===== config.mk =====
export PLATFORM = sky130hd
export DESIGN_NAME = game_control_flat
export DESIGN_NICKNAME = d
export VERILOG_FILES = /design/src/rtl/game_control_if.sv /design/src/rtl/game_control.sv /design/src/flat_wrapper.sv
export SDC_FILE = /design/constraint.sdc
export NUM_CORES = 1
export LEC_CHECK = 0
export ABC_AREA = 1
export CAP_MARGIN = 15
export CORE_MARGIN = 4
export CORE_UTILIZATION = 46
export DETAILED_ROUTE_END_ITERATION = 8
export PLACE_DENSITY_LB_ADDON = 0.12
export REMOVE_ABC_BUFFERS = 1
export SYNTH_ARGS = -nofsm -noshare
export SYNTH_HDL_FRONTEND = slang
export SYNTH_SLANG_ARGS = --single-unit

===== constraint.sdc =====
create_clock -name clock -period 1.8 [get_ports clock]
set_clock_uncertainty 0.05 [all_clocks]
set_input_delay 0.18 -clock clock [delete_from_list [all_inputs] [get_ports clock]]
set_output_delay 0.18 -clock clock [all_outputs]
set_load 0.1 [all_outputs]

===== src/rtl/game_control_if.sv =====
// game_control_if: the signals exchanged between the game sequencing FSM and the datapath.
// master = sequencer (drives the phase strobes), slave = datapath (drives enable and the done levels).
interface game_control_if #(
    parameter int FRAME_W = 16
);
    logic               enable;
    logic               idle_done;
    logic               gen_move_done;
    logic               check_collide_done;
    logic               draw_map_done;
    logic               draw_link_done;
    logic               draw_enemies_done;

    logic               init;
    logic               idle;
    logic               gen_move;
    logic               check_collide;
    logic               apply_act_link;
    logic               move_enemies;
    logic               draw_map;
    logic               draw_link;
    logic               draw_enemies;
    logic [FRAME_W-1:0] frame_count;
    logic               timeout_err;
    logic [3:0]         state_dbg;

    modport master (
        input  enable, idle_done, gen_move_done, check_collide_done,
               draw_map_done, draw_link_done, draw_enemies_done,
        output init, idle, gen_move, check_collide, apply_act_link, move_enemies,
               draw_map, draw_link, draw_enemies, frame_count, timeout_err, state_dbg
    );

    modport slave (
        output enable, idle_done, gen_move_done, check_collide_done,
               draw_map_done, draw_link_done, draw_enemies_done,
        input  init, idle, gen_move, check_collide, apply_act_link, move_enemies,
               draw_map, draw_link, draw_enemies, frame_count, timeout_err, state_dbg
    );
endinterface


===== src/rtl/game_control.sv =====
// game_control: per-frame phase sequencer for the game datapath.
// Optional watchdog: define GAME_CTRL_WATCHDOG_EN to enable the wait-phase timeout
// (forced advance plus sticky timeout_err); undefined, wait phases block until done.
//
// state          | meaning
// INIT (0)       | parked; waits for enable, frame counter held at 0
// IDLE (1)       | waits for the frame tick (idle_done); exits to INIT if enable is low
// GEN_MOVE (2)   | waits for gen_move_done
// CHECK_COLL (3) | waits for check_collide_done
// APPLY_LINK (4) | single cycle
// MOVE_ENEM (5)  | single cycle
// DRAW_MAP (6)   | waits for draw_map_done
// DRAW_LINK (7)  | waits for draw_link_done
// DRAW_ENEM (8)  | waits for draw_enemies_done; exit to IDLE completes a frame
module game_control #(
    parameter logic [20:0] TIMEOUT_CYCLES = 21'd1500000,
    parameter int          FRAME_W        = 16
) (
    input  logic           clock,
    input  logic           reset,
    game_control_if.master bus
);

    typedef enum logic [3:0] {
        S_INIT          = 4'd0,
        S_IDLE          = 4'd1,
        S_GEN_MOVE      = 4'd2,
        S_CHECK_COLLIDE = 4'd3,
        S_APPLY_LINK    = 4'd4,
        S_MOVE_ENEMIES  = 4'd5,
        S_DRAW_MAP      = 4'd6,
        S_DRAW_LINK     = 4'd7,
        S_DRAW_ENEMIES  = 4'd8
    } state_t;

    state_t             r_state;
    state_t             w_next;
    state_t             w_succ;
    logic               r_first;
    logic [8:0]         r_strobe;
    logic [8:0]         w_strobe_next;
    logic [FRAME_W-1:0] r_frame;
    logic               w_wait;
    logic               w_done;
    logic               w_accept;
    logic               w_timeout;

    // Per-state decode: is this a wait phase, which done level it watches, and where it goes next.
    always_comb begin
        w_wait = 1'b0;
        w_done = 1'b0;
        w_succ = S_INIT;
        case (r_state)
            S_INIT:          w_succ = S_IDLE;
            S_IDLE:          begin w_wait = 1'b1; w_done = bus.idle_done;          w_succ = S_GEN_MOVE;      end
            S_GEN_MOVE:      begin w_wait = 1'b1; w_done = bus.gen_move_done;      w_succ = S_CHECK_COLLIDE; end
            S_CHECK_COLLIDE: begin w_wait = 1'b1; w_done = bus.check_collide_done; w_succ = S_APPLY_LINK;    end
            S_APPLY_LINK:    w_succ = S_MOVE_ENEMIES;
            S_MOVE_ENEMIES:  w_succ = S_DRAW_MAP;
            S_DRAW_MAP:      begin w_wait = 1'b1; w_done = bus.draw_map_done;      w_succ = S_DRAW_LINK;     end
            S_DRAW_LINK:     begin w_wait = 1'b1; w_done = bus.draw_link_done;     w_succ = S_DRAW_ENEMIES;  end
            S_DRAW_ENEMIES:  begin w_wait = 1'b1; w_done = bus.draw_enemies_done;  w_succ = S_IDLE;          end
            default:         w_succ = S_INIT;
        endcase
    end

`ifdef GAME_CTRL_WATCHDOG_EN
    logic [20:0] r_wd;
    logic        r_timeout_err;

    assign w_timeout = w_wait && (r_wd == (TIMEOUT_CYCLES - 21'd1));

    // Watchdog: restarts on every state entry, counts cycles spent in a wait phase.
    always_ff @(posedge clock or negedge reset) begin
        if (!reset)                r_wd <= 21'd0;
        else if (w_next != r_state) r_wd <= 21'd0;
        else if (w_wait)           r_wd <= r_wd + 21'd1;
        else                       r_wd <= 21'd0;
    end

    // Sticky error: only a forced advance sets it; a done in the same cycle wins.
    always_ff @(posedge clock or negedge reset) begin
        if (!reset)                     r_timeout_err <= 1'b0;
        else if (w_next == S_INIT)      r_timeout_err <= 1'b0;
        else if (w_timeout && !w_accept) r_timeout_err <= 1'b1;
    end

    assign bus.timeout_err = r_timeout_err;
`else
    logic w_unused_timeout;

    assign w_unused_timeout = ^TIMEOUT_CYCLES;
    assign w_timeout        = 1'b0;
    assign bus.timeout_err  = 1'b0;
`endif

    // Next state and next strobe vector; a wait phase ignores its done in its first cycle.
    always_comb begin
        w_next   = r_state;
        w_accept = w_wait && !r_first && w_done;
        case (r_state)
            S_INIT:         if (bus.enable) w_next = S_IDLE;
            S_APPLY_LINK,
            S_MOVE_ENEMIES: w_next = w_succ;
            S_IDLE: begin
                if (!bus.enable)                w_next = S_INIT;
                else if (w_accept || w_timeout) w_next = w_succ;
            end
            S_GEN_MOVE, S_CHECK_COLLIDE, S_DRAW_MAP, S_DRAW_LINK, S_DRAW_ENEMIES:
                if (w_accept || w_timeout) w_next = w_succ;
            default:        w_next = S_INIT;
        endcase
        w_strobe_next = 9'd1 << w_next;
    end

    // State register plus first-cycle marker for the stale-done guard.
    always_ff @(posedge clock or negedge reset) begin
        if (!reset) begin
            r_state <= S_INIT;
            r_first <= 1'b1;
        end else begin
            r_state <= w_next;
            r_first <= (w_next != r_state);
        end
    end

    // Registered one-hot strobes, aligned with the state register.
    always_ff @(posedge clock or negedge reset) begin
        if (!reset) r_strobe <= 9'd1;
        else        r_strobe <= w_strobe_next;
    end

    // Completed-frame counter: bumps on DRAW_ENEMIES -> IDLE, held at zero while parked.
    always_ff @(posedge clock or negedge reset) begin
        if (!reset)
            r_frame <= '0;
        else if (w_next == S_INIT)
            r_frame <= '0;
        else if (r_state == S_DRAW_ENEMIES && w_next == S_IDLE)
            r_frame <= r_frame + {{(FRAME_W-1){1'b0}}, 1'b1};
    end

    assign bus.init           = r_strobe[0];
    assign bus.idle           = r_strobe[1];
    assign bus.gen_move       = r_strobe[2];
    assign bus.check_collide  = r_strobe[3];
    assign bus.apply_act_link = r_strobe[4];
    assign bus.move_enemies   = r_strobe[5];
    assign bus.draw_map       = r_strobe[6];
    assign bus.draw_link      = r_strobe[7];
    assign bus.draw_enemies   = r_strobe[8];
    assign bus.frame_count    = r_frame;
    assign bus.state_dbg      = r_state;

endmodule

===== src/flat_wrapper.sv =====
// flat-port wrapper written by rule: the top's interface ports become plain ports
module game_control_flat 
#(
    parameter logic [20:0] TIMEOUT_CYCLES = 21'd1500000,
    parameter int          FRAME_W        = 16
)
  (clock, reset, bus_enable, bus_idle_done, bus_gen_move_done, bus_check_collide_done, bus_draw_map_done, bus_draw_link_done, bus_draw_enemies_done, bus_init, bus_idle, bus_gen_move, bus_check_collide, bus_apply_act_link, bus_move_enemies, bus_draw_map, bus_draw_link, bus_draw_enemies, bus_frame_count, bus_timeout_err, bus_state_dbg);
  game_control_if #(.FRAME_W(FRAME_W)) bus_i ();
  input  logic clock;
  input  logic reset;
  input wire logic [$bits(bus_i.enable)-1:0] bus_enable;
  input wire logic [$bits(bus_i.idle_done)-1:0] bus_idle_done;
  input wire logic [$bits(bus_i.gen_move_done)-1:0] bus_gen_move_done;
  input wire logic [$bits(bus_i.check_collide_done)-1:0] bus_check_collide_done;
  input wire logic [$bits(bus_i.draw_map_done)-1:0] bus_draw_map_done;
  input wire logic [$bits(bus_i.draw_link_done)-1:0] bus_draw_link_done;
  input wire logic [$bits(bus_i.draw_enemies_done)-1:0] bus_draw_enemies_done;
  output wire logic [$bits(bus_i.init)-1:0] bus_init;
  output wire logic [$bits(bus_i.idle)-1:0] bus_idle;
  output wire logic [$bits(bus_i.gen_move)-1:0] bus_gen_move;
  output wire logic [$bits(bus_i.check_collide)-1:0] bus_check_collide;
  output wire logic [$bits(bus_i.apply_act_link)-1:0] bus_apply_act_link;
  output wire logic [$bits(bus_i.move_enemies)-1:0] bus_move_enemies;
  output wire logic [$bits(bus_i.draw_map)-1:0] bus_draw_map;
  output wire logic [$bits(bus_i.draw_link)-1:0] bus_draw_link;
  output wire logic [$bits(bus_i.draw_enemies)-1:0] bus_draw_enemies;
  output wire logic [$bits(bus_i.frame_count)-1:0] bus_frame_count;
  output wire logic [$bits(bus_i.timeout_err)-1:0] bus_timeout_err;
  output wire logic [$bits(bus_i.state_dbg)-1:0] bus_state_dbg;
  assign bus_i.enable = bus_enable;
  assign bus_i.idle_done = bus_idle_done;
  assign bus_i.gen_move_done = bus_gen_move_done;
  assign bus_i.check_collide_done = bus_check_collide_done;
  assign bus_i.draw_map_done = bus_draw_map_done;
  assign bus_i.draw_link_done = bus_draw_link_done;
  assign bus_i.draw_enemies_done = bus_draw_enemies_done;
  assign bus_init = bus_i.init;
  assign bus_idle = bus_i.idle;
  assign bus_gen_move = bus_i.gen_move;
  assign bus_check_collide = bus_i.check_collide;
  assign bus_apply_act_link = bus_i.apply_act_link;
  assign bus_move_enemies = bus_i.move_enemies;
  assign bus_draw_map = bus_i.draw_map;
  assign bus_draw_link = bus_i.draw_link;
  assign bus_draw_enemies = bus_i.draw_enemies;
  assign bus_frame_count = bus_i.frame_count;
  assign bus_timeout_err = bus_i.timeout_err;
  assign bus_state_dbg = bus_i.state_dbg;
  game_control #(.TIMEOUT_CYCLES(TIMEOUT_CYCLES), .FRAME_W(FRAME_W)) u_core (.clock(clock), .reset(reset), .bus(bus_i));
endmodule

==> run_results.csv, run 1 <==
group,metric,value,unit
global_route,grt.total_usage,24.7,%
worst_setup_path,setup.worst_path.start_class,"flip-flop",
sta,finalWorstSetupSlack,-0.436,ns
clocking,cts-root-buf,"sky130_fd_sc_hd__clkbuf_8",
placement,placement.cell_area,2720,um^2
floorplan,chipHeight,72.3,um
route,detail-route-antenna-nets,0,
route,drt_first_iter_violations,218,
worst_setup_path,crit_fanout,16,
sta,post-route-min-period,2.24,ns
global_route,maximum_number_of_pins_on_one_net_before_global_route_repair,31,
clocking,cts_htree_levels,2,
cells_and_area,most_used_cells_in_the_layout_excluding_fill_and_tap_cells,"sky130_fd_sc_hd__buf_4, sky130_fd_sc_hd__nand2_1, sky130_fd_sc_hd__nand3_1, sky130_fd_sc_hd__buf_12, sky130_fd_sc_hd__dfrtp_1",
job,max_cap_viol_count,0,
route,total_number_of_vias,2133,
clocking,tritoncts,"done",
clocking,clk_latency,0.29,ns
sta,timing.final.max_slew_violations,0,
logic_synthesis,yosys-top-cells-area,"sky130_fd_sc_hd__dfrtp_1, sky130_fd_sc_hd__nand2_1, sky130_fd_sc_hd__nand3_1",
worst_setup_path,reg2reg_to,"u_core.bus.frame_count[8]",
worst_setup_path,cp_num_cells,12,
logic_synthesis,number_of_warning_messages_in_the_yosys_log,0,
worst_setup_path,worst_setup_path_end_kind,"flip-flop",
cells_and_area,fin_cells,375,
worst_setup_path,cp_data_required_time,1.92,ns
floorplan,die_area,5220,um^2
floorplan,placement_rows,23,
worst_setup_path,crit_path_top_delay_cell,"sky130_fd_sc_hd__dfrtp_2",
clocking,cts_sinks,30,
min_path,hp-class,"input pin to asynchronous set/reset pin",
worst_setup_path,critical_path_s_top_delay_family,"simple AND/OR/NAND/NOR gates",
logic_synthesis,synth_seq_area_share,39.7,%
worst_setup_path,ff2ff_path_depth,12,
cells_and_area,areaGrowthSynthToFinish,67.3,%
logic_synthesis,synth_largest_type_area_fraction,36.9,%
worst_setup_path,setup.worst_path.class,"flip-flop to flip-flop",
logic_synthesis,synth.avg_cell_area,8.08,um^2
worst_setup_path,worst_r2r_startpoint,"u_core.bus.state_dbg[3]",
floorplan,floorplan.initialDensity,47.5,%
sta,rsz0062_at_grt,"yes",
global_route,grt_pass1_vias,2080,
run_status,violations_in_the_final_reports,"negative setup slack",
placement,dp.final_hpwl,3480,um
cells_and_area,layout-drive-gt1-share,44.0,%
global_route,gr-total-overflow,0,
power,powerDensity,1630,nW/um^2
floorplan,pin_count,39,
run_status,run_status,"complete, but fails checks",
worst_setup_path,timing.critical_path.arrival,2.35,ns
worst_setup_path,critPathBufInv,1,
cells_and_area,antenna-diode-count,0,
logic_synthesis,total_standard_cell_area_after_synthesis,1900,um^2
power,leakagePower,1.56,nW
worst_setup_path,path_common_cell,"sky130_fd_sc_hd__nand2_4",
route,postRouteWirelength,6490,um
route,avgRoutedWirePerCell,17.3,um
sta,setup_viol,25,
logic_synthesis,synth_cell_types,28,
floorplan,die_w,72.3,um
worst_setup_path,r2r_setup_slack,-0.44,ns
route,vias_per_cell,5.69,
route,residual_drc,0,
clocking,cts_max_path_buffers,2,
placement,dpl.cell_count,350,
logic_synthesis,synth_seq_cells,30,
cells_and_area,layout.cells.most_common,"sky130_fd_sc_hd__buf_4",
power,vdd_ir_drop_max,2.02,mV
cells_and_area,design_area,3180,um^2
logic_synthesis,synthCells,235,
placement,port_buffers,37,
route,number_of_optimization_iterations_in_the_first_detailed_route_pass,4,
clocking,cts_inserted_buffers,5,
logic_synthesis,synthDominantAreaCellType,"sky130_fd_sc_hd__dfrtp_1",
placement,post-place-ws,-0.339,ns
placement,finalWeightedCongestion,0.889,
clocking,ctsHoldBuffers,0,
sta,finalCritPeriodShare,124,%
cells_and_area,finalNetCount,334,
sta,final_hold_viol_count,0,
worst_setup_path,crit_chain,"nor2_4 -> nand4_1 -> nand2_1 -> inv_2 -> nand2_4 -> nand3_2 -> nand3_2 -> nand2_4 -> nor2_4 -> nand2_4 -> nand4_1 -> nand2_1",
sta,timing.setup.tns,-7.00,ns
sta,hold-worst-slack,0.233,ns
worst_setup_path,timing.critical_path.slowest_cell_delay,0.48,ns
global_route,grt_pass1_wl,9940,um
floorplan,fp.coreArea,4000,um^2
global_route,initial_antenna_violation_count,0,
sta,maxClockFrequency,447,MHz
clocking,clkTransAtPathRegs,0.06,ns
[Yosys cell counts (all sizes together)]
master / number
a21oi: 2
a31oi: 1
buf: 8
clkinv: 1
conb: 1
dfrtp: 28
dfstp: 2
ha: 1
inv: 31
nand2: 53
nand3: 36
nand4: 21
nor2: 24
nor3: 9
nor4: 1
o2111ai: 1
xnor2: 4
xor2: 11
[metrics by stage]
stage               util (%)  total power, mW
floorplan                  -             2.55
global placement        68.0             3.44
detailed placement      68.0             3.48
CTS                     78.2             4.97
global route            79.4             5.37
finish                  79.4             5.19
[kinds of logic after synthesis]
logic type / after synthesis / share of synthesized area, %
buf+inv: 40 / 10.3
compound gates: 4 / 1.32
xor+xnor: 15 / 6.92
simple gates: 144 / 41.0
fa+ha+maj: 1 / 0.659
other cells: 1 / 0.197
flops: 30 / 39.7
[final cells by class]
type	instances	area, um^2
multi-input cells	169	1140
well taps	50	62.6
fillers	223	822
inverters	32	138
clock buffers	8	90.1
repair buffers	86	985
flip-flops and latches	30	758
[metal layers]
layer / global-route usage (%) / routed length, um / vias up
li1: - / - / 962
met1: 31.9 / 2630 / 1036
met2: 39.6 / 3110 / 104
met3: 6.37 / 481 / 31
met4: 9.60 / 262 / 0
met5: 0 / 0 / -
[state kept, by name, summed over array words and instances, names as in the netlist]
name,flops
u_core.r_first,1
u_core.bus.state_dbg,4
u_core.r_strobe,9
u_core.bus.frame_count,16
[repair_timing]
| action | 4_1_cts | 5_1_grt |
|---|---|---|
| endpoints found under the setup margin | 24 | 26 |
| setup buffers | 11 | 2 |
| cloned | 4 | 0 |
| pin swaps | 12 | 8 |
| gates resized for setup | 36 | 12 |
[report_power, final]
group / internal [mW] / leakage (nW) / switching (mW) / total, mW
combinational: 1.34 / 1.11 / 2.37 / 3.72
sequential: 0.806 / 0.400 / 0.102 / 0.908
clock: 0.311 / 0.0455 / 0.252 / 0.563
total: 2.46 / 1.56 / 2.73 / 5.19
[worst max-delay path by stage]
stage                                  to  slack, ns                    start
6_report        u_core.bus.frame_count[8]      -0.44  u_core.bus.state_dbg[3]
5_1_grt         u_core.bus.frame_count[8]      -0.53  u_core.bus.state_dbg[3]
4_1_cts        u_core.bus.frame_count[12]      -0.18  u_core.bus.state_dbg[1]
3_5_place_dp    u_core.bus.frame_count[3]      -0.34  u_core.bus.state_dbg[3]
3_3_place_gp    u_core.bus.frame_count[3]      -0.25  u_core.bus.state_dbg[0]
2_1_floorplan  u_core.bus.frame_count[10]      -0.81  u_core.bus.state_dbg[0]
Note: power is estimated with default switching activity, not from simulation.
==> inputs of run 2 (changes only) <==
--- a/config.mk
+++ b/config.mk
@@ -8,10 +8,11 @@
 export ABC_AREA = 1
 export CAP_MARGIN = 15
 export CORE_MARGIN = 4
-export CORE_UTILIZATION = 46
+export CORE_UTILIZATION = 47
 export DETAILED_ROUTE_END_ITERATION = 8
 export PLACE_DENSITY_LB_ADDON = 0.12
 export REMOVE_ABC_BUFFERS = 1
+export SKIP_LAST_GASP = 1
 export SYNTH_ARGS = -nofsm -noshare
 export SYNTH_HDL_FRONTEND = slang
 export SYNTH_SLANG_ARGS = --single-unit
==> constraint.sdc (replaced) <==
create_clock -name clock -period 2.2 [get_ports clock]
set_clock_uncertainty 0.05 [all_clocks]
set_input_delay 0.22 -clock clock [delete_from_list [all_inputs] [get_ports clock]]
set_output_delay 0.22 -clock clock [all_outputs]
set_load 0.1 [all_outputs]
==> run 2 against run 1 <==
Against the previous run:
- critical path depth shrank 1
- core utilization shrank 10 points
- combinational power shrank 34%
- register-to-register slack gained 0.50 ns
- wire length shrank 21%
- the run now ends clean
- first-iteration DRC count grew 2.8%
- die area shrank 1.9%
- fmax grew 4.8%
- clock power shrank 17%
- setup slack gained 0.50 ns
- flip-flop and latch count is the same
==> run_results.csv, run 2 (synthesis results as in run 1) <==
group,metric,value,unit
run_status,run_status,"completed",
clocking,cts_sinks,30,
cells_and_area,design_area,2610,um^2
clocking,clk_latency,0.28,ns
global_route,gr-total-overflow,0,
route,drt_first_iter_violations,224,
power,p_sw,2.04,mW
cells_and_area,antenna-diode-count,0,
worst_setup_path,setup.worst_path.start_class,"flip-flop",
worst_setup_path,critical_path_s_top_delay_family,"simple AND/OR/NAND/NOR gates",
cells_and_area,final_core_util,69.3,%
sta,finalCritPeriodShare,97.0,%
sta,maxClockFrequency,469,MHz
worst_setup_path,crit_chain,"inv_4 -> buf_4 -> buf_4 -> nand4_1 -> nand3_2 -> nand3_2 -> nand2_4 -> nor2_4 -> nand2_4 -> nand4_1 -> nand2_1",
power,power.combinational.fraction,66.8,%
floorplan,placement_rows,22,
floorplan,die_w,71.6,um
power,vdd_ir_drop_max,1.10,mV
min_path,hp-class,"input pin to asynchronous set/reset pin",
worst_setup_path,crit_fanout,8,
placement,finalWeightedCongestion,0.948,
power,powerDensity,1400,nW/um^2
clocking,cts-root-buf,"sky130_fd_sc_hd__clkbuf_8",
worst_setup_path,setup.worst_path.class,"flip-flop to flip-flop",
floorplan,floorplan.initialDensity,50.4,%
power,pwr-share-seq,20.4,%
cells_and_area,finalNetCount,302,
worst_setup_path,reg2reg_to,"u_core.bus.frame_count[13]",
global_route,grt_pass1_vias,1613,
clocking,tritoncts,"done",
worst_setup_path,timing.critical_path.arrival,2.25,ns
worst_setup_path,ff2ff_path_depth,11,
worst_setup_path,critPathBufInv,3,
clocking,clkTransAtPathRegs,0.07,ns
placement,placement.cell_area,2220,um^2
floorplan,die_area,5120,um^2
route,total_number_of_vias,1812,
cells_and_area,flip_flop_count_of_the_largest_register_all_copies_and_words_added,16,
worst_setup_path,cp_data_required_time,2.32,ns
sta,timing.final.max_slew_violations,0,
sta,setup_viol,0,
power,internal_power,1.61,mW
sta,post-route-min-period,2.13,ns
route,residual_drc,0,
job,max_cap_viol_count,0,
power,p_sw_share,55.9,%
floorplan,chipHeight,71.6,um
cells_and_area,most_used_cells_in_the_layout_excluding_fill_and_tap_cells,"sky130_fd_sc_hd__buf_4, sky130_fd_sc_hd__nand2_1, sky130_fd_sc_hd__inv_1, sky130_fd_sc_hd__dfrtp_1, sky130_fd_sc_hd__nand3_1",
power,power.share.clock,12.8,%
worst_setup_path,worst_setup_path_end_kind,"flip-flop",
placement,port_buffers,37,
worst_setup_path,crit_path_top_delay_cell,"sky130_fd_sc_hd__dfrtp_2",
global_route,grt.total_usage,18.3,%
global_route,initial_antenna_violation_count,0,
placement,post-place-ws,-0.0113,ns
route,vias_per_cell,5.31,
global_route,maximum_number_of_pins_on_one_net_before_global_route_repair,33,
power,leakagePower,1.32,nW
clocking,cts_htree_levels,2,
route,detail-route-antenna-nets,0,
cells_and_area,layout.cells.most_common,"sky130_fd_sc_hd__buf_4",
floorplan,fp.coreArea,3770,um^2
floorplan,pin_count,39,
cells_and_area,areaGrowthSynthToFinish,37.5,%
sta,final_hold_viol_count,0,
cells_and_area,layout-drive-gt1-share,37.5,%
global_route,grt_pass1_wl,7570,um
clocking,cts_inserted_buffers,5,
clocking,ctsHoldBuffers,0,
sta,finalWorstSetupSlack,0.0667,ns
route,number_of_optimization_iterations_in_the_first_detailed_route_pass,4,
clocking,cts_max_path_buffers,2,
placement,dp.final_hpwl,3030,um
worst_setup_path,worst_r2r_startpoint,"u_core.bus.state_dbg[1]",
worst_setup_path,r2r_setup_slack,0.07,ns
worst_setup_path,cp_num_cells,11,
route,postRouteWirelength,5140,um
worst_setup_path,timing.critical_path.slowest_cell_delay,0.47,ns
cells_and_area,n_fill_cell,299,
route,avgRoutedWirePerCell,15.1,um
## run 2: layer usage
metal,global-route usage (%),part of all wire [%]
met3,4.07,6.4
met4,6.05,1.9
met2,24.9,45
met1,28.2,47
met5,0,0
## run 2: area by class of cell
class / count / area, um^2 / area share (%)
multi-input cells: 169 / 1120 / 43.1
flip-flops and latches: 30 / 758 / 29.0
repair buffers: 54 / 442 / 16.9
inverters: 32 / 133 / 5.08
clock buffers: 6 / 82.6 / 3.16
well taps: 48 / 60.1 / 2.30
clock inverters: 2 / 12.5 / 0.479
## run 2: through the flow
step	hold slack, ns	TNS (ns)	instances	total power [mW]
6_report	0.281	0	341	3.65
5_1_grt	0.322	-0.227	341	3.81
4_1_cts	0.293	0	325	2.96
3_5_place_dp	0.506	-0.0281	317	2.48
3_3_place_gp	0.491	0	317	2.46
2_1_floorplan	-0.126	-7.47	227	2.09
## run 2: power by group through the flow
stage | sequential (mW) | clock [mW] | combinational, mW
global route | 0.756 | 0.501 | 2.56
CTS | 0.727 | 0.480 | 1.75
global placement | 0.733 | 0 | 1.73
detailed placement | 0.733 | 0 | 1.75
finish | 0.745 | 0.469 | 2.44
floorplan | 1.28 | 0 | 0.806
## run 2: how the worst max path moves through the flow
stage | startpoint | end
finish | u_core.bus.state_dbg[1] | u_core.bus.frame_count[13]
global route | u_core.bus.state_dbg[3] | u_core.bus.frame_count[7]
CTS | u_core.bus.state_dbg[3] | u_core.bus.frame_count[0]
detailed placement | u_core.bus.state_dbg[2] | u_core.bus.frame_count[13]
global placement | u_core.bus.state_dbg[2] | u_core.bus.frame_count[13]
floorplan | u_core.bus.state_dbg[0] | u_core.bus.frame_count[10]
## run 2: repair_timing
item	CTS	global route
gates resized for setup	1	35
cloned	0	4
setup buffers	0	12
pin swaps	0	23
setup endpoints to repair	16	17
==> inputs of run 3 (changes only) <==
--- a/config.mk
+++ b/config.mk
@@ -9,6 +9,7 @@
 export CAP_MARGIN = 15
 export CORE_MARGIN = 4
 export CORE_UTILIZATION = 47
+export CTS_CLUSTER_DIAMETER = 100
 export DETAILED_ROUTE_END_ITERATION = 8
 export PLACE_DENSITY_LB_ADDON = 0.12
 export REMOVE_ABC_BUFFERS = 1
==> results of run 3 <==
Same layout as run 2: the final DEF is identical, and so are final timing and power.
